**config.mk**
```make
export PLATFORM = sky130hd
export DESIGN_NAME = decode_queue
export DESIGN_NICKNAME = d
export VERILOG_FILES = /design/src/rtl/decode_queue.sv
export SDC_FILE = /design/constraint.sdc
export NUM_CORES = 1
export LEC_CHECK = 0
export BUFFER_PORTS_ARGS = -buffer_cell sky130_fd_sc_hd__buf_2
export CAP_MARGIN = 10
export CORE_MARGIN = 2
export CORE_UTILIZATION = 53
export CTS_BUF_LIST = sky130_fd_sc_hd__clkbuf_16
export CTS_CLUSTER_SIZE = 8
export DETAILED_ROUTE_END_ITERATION = 10
export PLACE_DENSITY = 0.79
export SYNTH_ARGS = -nofsm -noshare
export SYNTH_HDL_FRONTEND = slang
export SYNTH_SLANG_ARGS = --single-unit
```
**constraint.sdc**
```tcl
create_clock -name clock -period 3.7 [get_ports clock]
set_input_delay 0.74 -clock clock [delete_from_list [all_inputs] [get_ports clock]]
set_output_delay 0.74 -clock clock [all_outputs]
set_load 0.01 [all_outputs]
```
**src/rtl/decode_queue.sv**
```systemverilog
// Fetch-to-decode instruction queue with enqueue-time pre-decode.
// Head entry is read combinationally from registered storage.
module decode_queue #(
  parameter int          DEPTH    = 4,
  parameter int          PTR_W    = 2,
  parameter logic [31:0] NOP_WORD = 32'h00000000
) (
  input  logic             clock,
  input  logic             reset,
  input  logic             fetch_valid,
  output logic             fetch_ready,
  input  logic [31:0]      instruction_F,
  input  logic [31:0]      pc_plus_four_F,
  input  logic             stall_D,
  input  logic             flush,
  output logic             valid_D,
  output logic [31:0]      instruction_D,
  output logic [31:0]      pc_plus_four_D,
  output logic             BranchD_pre,
  output logic             MfOpD_pre,
  output logic             HasDivD_pre,
  output logic [PTR_W:0]   count
);

  localparam logic [PTR_W:0]   L_FULL = (PTR_W+1)'(DEPTH);
  localparam logic [PTR_W-1:0] L_ONE  = PTR_W'(1);

  logic [31:0]      r_instr [DEPTH];
  logic [31:0]      r_pc4   [DEPTH];
  logic [2:0]       r_pre   [DEPTH];
  logic [PTR_W-1:0] r_head;
  logic [PTR_W-1:0] r_tail;
  logic [PTR_W:0]   r_count;

  logic             w_valid;
  logic             w_enq;
  logic             w_deq;
  logic [2:0]       w_pre_f;

  function automatic logic [2:0] predec(input logic [31:0] w);
    logic [5:0] opc;
    logic [5:0] fn;
    logic       br;
    logic       mf;
    logic       dv;
    opc = w[31:26];
    fn  = w[5:0];
    br  = (opc != 6'd0 && opc <= 6'd7)
       || (opc == 6'd0 && (fn == 6'b001000 || fn == 6'b001001));
    mf  = opc == 6'd0 && (fn == 6'b010000 || fn == 6'b010010);
    dv  = opc == 6'd0 && fn[5:2] == 4'b0110;
    return {br, mf, dv};
  endfunction

  assign w_valid     = r_count != '0;
  assign fetch_ready = (r_count != L_FULL) && !flush;
  assign w_enq       = fetch_valid && fetch_ready;
  assign w_deq       = w_valid && !stall_D && !flush;
  assign w_pre_f     = predec(instruction_F);

  assign valid_D        = w_valid;
  assign count          = r_count;
  assign instruction_D  = w_valid ? r_instr[r_head] : NOP_WORD;
  assign pc_plus_four_D = w_valid ? r_pc4[r_head] : 32'h0;
  assign BranchD_pre    = w_valid && r_pre[r_head][2];
  assign MfOpD_pre      = w_valid && r_pre[r_head][1];
  assign HasDivD_pre    = w_valid && r_pre[r_head][0];

  // Entry payload needs no reset; validity lives in r_count.
  always_ff @(posedge clock) begin
    if (w_enq) begin
      r_instr[r_tail] <= instruction_F;
      r_pc4[r_tail]   <= pc_plus_four_F;
      r_pre[r_tail]   <= w_pre_f;
    end
  end

  always_ff @(posedge clock) begin
    if (reset || flush) begin
      r_head  <= '0;
      r_tail  <= '0;
      r_count <= '0;
    end else begin
      if (w_enq) r_tail <= r_tail + L_ONE;
      if (w_deq) r_head <= r_head + L_ONE;
      unique case (1'b1)
        w_enq && !w_deq: r_count <= r_count + 1'b1;
        w_deq && !w_enq: r_count <= r_count - 1'b1;
        default:         r_count <= r_count;
      endcase
    end
  end

endmodule

```
### Word-level counts from Yosys, hierarchy flattened

Memory sizes are Yosys's and may differ from the RTL's. A register that Yosys moved wholly into a read port is not among the register bits.
Index checks and enable logic that the tools add are counted.

* register bits: 7
* bits in latches: 0
* memory bits (writable): 268
* bits in read-only memories: 0
* input bits: 69
* word-level logic and storage cells: 53
* memories: 3

Memory list
* r_instr: words 4, width 32, rd ports 1, clocked after memory_dff 1, write ports 1, line 28 `logic [31:0] r_instr [DEPTH];`
* r_pc4: words 4, width 32, rd ports 1, clocked after memory_dff 1, write ports 1, line 29 `logic [31:0] r_pc4 [DEPTH];`
* r_pre: words 4, width 3, rd ports 1, clocked after memory_dff 1, write ports 1, line 30 `logic [2:0] r_pre [DEPTH];`

* $add $sub $neg: 4
* multipliers: 0
* div/mod/pow operators: 0
* order comparisons: 1
* eq/ne operators: 6
* shift-type cells: 0
* mux-type cells: 11
* bitwise gates (word level): 0
* reduce and logical (&&, ||, !) cells: 25

Operator list (number)
* 32-bit two-way mux: 2
* 1-bit logical AND: 13
* 6-bit by 4-bit == test with 1-bit output, second input constant: 2
* 6-bit by 5-bit == test with 1-bit output, second input constant: 2
* 2-bit two-way mux: 6
* 6-bit by 3-bit <= comparator with 1-bit output, second input constant: 1
* 6-bit zero test: 1
* 3-bit one-hot mux with 2 select lines: 1
* 6-bit nonzero test: 1
* 2-bit by 1-bit adder with 2-bit output, second input constant: 2
* 4-bit by 3-bit == test with 1-bit output, second input constant: 1
* 1-bit zero test: 4
* 1-bit logical OR: 4
* 3-bit by 1-bit adder with 3-bit output, second input constant: 1
* 3-bit inequality test, second input constant: 1
* 3-bit nonzero test: 1
* 3-bit by 1-bit subtractor with 3-bit output, second input constant: 1
* 1-bit two-way mux: 2
* 2-bit nonzero test: 1

### Longest topological paths before layout

* word-level depth: 6
* depth in mapped cells: 10
* depth with buffers taken out: 9

### Worst setup path after synthesis

Ideal clock, no wire load.

* path kind: input to register
* start point: input fetch_valid
* end point: memory r_instr[0][0] (enable)
* setup time: 0.433 ns
* data arrival time: 2.705 ns
* slack: 0.563 ns
* stages on the path: 2
* buffers on the path: 0
* cell sequence: nor2b_1 -> and3_1

* cells in the longest elaborated chain, start to end: 3

RTL lines
* start, declared: line 10 `input logic fetch_valid,`
* 1-bit logical AND: line 57 `assign w_enq = fetch_valid && fetch_ready;`
* 1-bit two-way mux: line 71 `if (w_enq) begin`
* 1-bit two-way mux (implied by the code): line 72 `r_instr[r_tail] <= instruction_F;`
* end, declared: line 28

Every way passes these cells.

==> results.md <==
- Status: finished, final reports clean
- GRT overflow: 0
- Final Hold Viols: 0
- Async SR Flop Fraction: 0%
- Htree depth: 2
- Share of cells above drive strength 1: 39.49%
- Vias in the first global route: 5636
- Die Y: 146.1 µm
- DRT antenna net count: 0
- Top post-synthesis cells by area: edfxtp_1 75%, mux4_2 14%, and2_1 4.0%, dfxtp_1 1.7%, buf_12 0.75%
- Boundary Pins: 141
- Mapped Area: 10700 µm²
- Final TNS setup: 0 ns
- Seq/Total Area, Yosys: 76.93%
- Synth warn: 0
- Slew Viols, Final: 0
- Leak: 4.470 nW
- Final #Nets: 732
- Post-CTS sizing: 0
- Crit path capture type: primary output
- Core Region: 19650 µm²
- RSZ-0062 raised after global routing: false
- Worst EP required: 2.96 ns
- Number of flops mapped to enable cells by yosys: 268
- Cell family with most CP delay: flip-flops
- Cell area power density: 535.7 nW/µm²
- Setup crit start kind: flip-flop
- Crit Path Max Fanout: 67
- Worst Skew: 0.01022 ns
- M2 GR Usage: 32.10%
- Avg WL per Cell: 21.61 µm
- Row Count: 51
- Detailed placer's ending HPWL: 11700 µm
- Multi-input logic area: 2278 µm²
- Remaining DRCs: 0
- Reg-to-reg endpoint: count[2]$_SDFFE_PP0P_
- Max rail drop VDD: 301.9 µV
- Reg2Reg Depth: 9
- Synth Register Bits: 277
- Num CTS Buffers: 40
- Die area: 21330 µm²
- Yosys top cell area share: 75.25%
- Fmax achieved: 331.0 MHz
- Routed via count: 5252
- Largest net degree at the start of global routing: 69
- Slew HR: 33.53%
- Final Cell Area: 12780 µm²
- GP Congestion: 0.7423
- WP depth: 3
- CP peak stage delay: 1.00 ns
- First-pass GRT wire length: 31290 µm
- Kind of critical path: flip-flop to primary output
- Vias per cell: 5.599
- Post-synth top area cell: edfxtp_1
- I/O Buffers: 140
- Final core occ: 65.02%
- Met3 usage: 4.813%
- Drt first pass iters: 5
- Tcrit/Tclk final: 81.66%
- Max cap viols: 0
- Starting DRC count in detailed routing: 361
- Slowest-stage cell, CP: dfxtp_4
- Clk buf depth: 3
- WHS Endpoint: r_instr[0][17]$_DFFE_PP_
- R2R Setup Slk: 1.15 ns
- Worst skew pair latency: 0.50 ns
- Initial antenna violation count: 3
- Critical-path cell list: mux4_2 > and2_1 > buf_2
- Worst path bufs/invs: 1
- Crit path DAT: 2.28 ns
- Placed Area: 11690 µm²
- Unique masters post-synth: 31
- Clk slew on worst S/H paths: 0.05 ns
- Hold Buf Count CTS: 0
- Global route hottest layer: met2
- Worst r2r src: count[2]$_SDFFE_PP0P_
- Min-delay src: instruction_F[17]
- Clock period minus worst slack: 3.022 ns
- # setup viols final: 0
- Syn_nets: 567
- Area added between synthesis and finish: 19.49%
- Syn avg cell area: 21.74 µm²
- Hold WC Path Type: input pin to flip-flop
- GRT Total Usage: 19.20%
- Fillers: 1363
- Ys flop type: edfxtp_1
- Worst slew pin tran: 0.9971 ns
- Initial Utilization: 54.42%
- Clock sink total: 277
- Post-CTS Setup Inserts: 0
- Root buf cell: clkbuf_16
- Most numerous cell in the Yosys netlist: edfxtp_1
- TritonCTS clock tree: done
- WL final: 20270 µm
- WHS Path Cells: 1
- Reg area: 8235 µm²
- Met1 Track Usage GR: 25.51%
- Die X: 146.1 µm
- Synth cell count leaders: 268 x edfxtp_1, 68 x and2_1, 67 x mux4_2
- Mapped Cells: 492
## registers in the layout, indices dropped and copies added (netlist names), named ones only
register and cells:
r_pre 12, count 3, r_tail 2, r_head 2, r_pc4 128, r_instr 128
## cells in the final DEF (no fill, tap or decap), types with 6 or more instances in the layout
| cell | Yosys | routed |
|---|---|---|
| clkbuf_16 | 0 | 41 |
| buf_2 | 4 | 140 |
| mux4_2 | 67 | 67 |
| a21oi_1 | 6 | 6 |
| nor2_1 | 7 | 7 |
| inv_1 | 7 | 21 |
| and2_1 | 68 | 68 |
| dfxtp_1 | 9 | 7 |
| edfxtp_1 | 268 | 268 |
## metrics by stage
stage | power (mW) | hold slack [ns] | instances | worst slack (ns)
floorplan | 3.676 | 0.4591 | 492 | 0.5628
global placement | 3.783 | 0.4634 | 880 | 1.161
detailed placement | 3.798 | 0.5144 | 880 | 1.005
CTS | 6.920 | 0.4320 | 936 | 0.6283
global route | 7.051 | 0.4421 | 937 | 0.5668
finish | 6.846 | 0.4555 | 938 | 0.6784
## area by class of cell
| class | instances | area share (%) |
|---|---|---|
| inverter | 8 | 0.2350 |
| sequential | 277 | 64.44 |
| clock buffer | 41 | 8.028 |
| clock inverter | 15 | 0.4504 |
| multi-input combinational | 183 | 17.83 |
| antenna | 2 | 0.03916 |
| tap | 265 | 2.594 |
| timing repair buffer | 147 | 6.383 |
## worst max-delay path by stage
stage / start / to / slack, ns
finish: flip-flop / BranchD_pre / 0.68
CTS: flip-flop / BranchD_pre / 0.63
global placement: flip-flop / pc_plus_four_D[21] / 1.16
floorplan: fetch_valid / r_instr[0][0]$_DFFE_PP_ / 0.56
global route: flip-flop / pc_plus_four_D[24] / 0.57
detailed placement: flush / count[2]$_SDFFE_PP0P_ / 1.00
## logic make-up (layout without fill, tap and decap cells)
kind of cell               count (synthesis)  after routing  share of synthesized area, %
AOI/OAI and AO/OA                         12             12                        0.6318
and+or+nand+nor                           96             96                         5.440
buffers and inverters                     32            211                         1.954
adders and majority gates                  6              6                        0.7721
other                                      0              2                             0
muxes                                     67             67                         14.11
DFF                                      277            277                         76.93
xor gates and xnor gates                   2              2                        0.1638
## power by group
group	internal [mW]	total (mW)	switching, mW
logic	0.103	0.235	0.131
registers	3.49	3.50	0.0113
clock network	1.95	3.11	1.16
## metal layers
layer  vias up  routed length [µm]
li1       2312                   -
met1      2721                8547
met2       187               10050
met3        32                1331
met4         0                 348
met5         -                   0
Power figures use the tool's default switching activity.
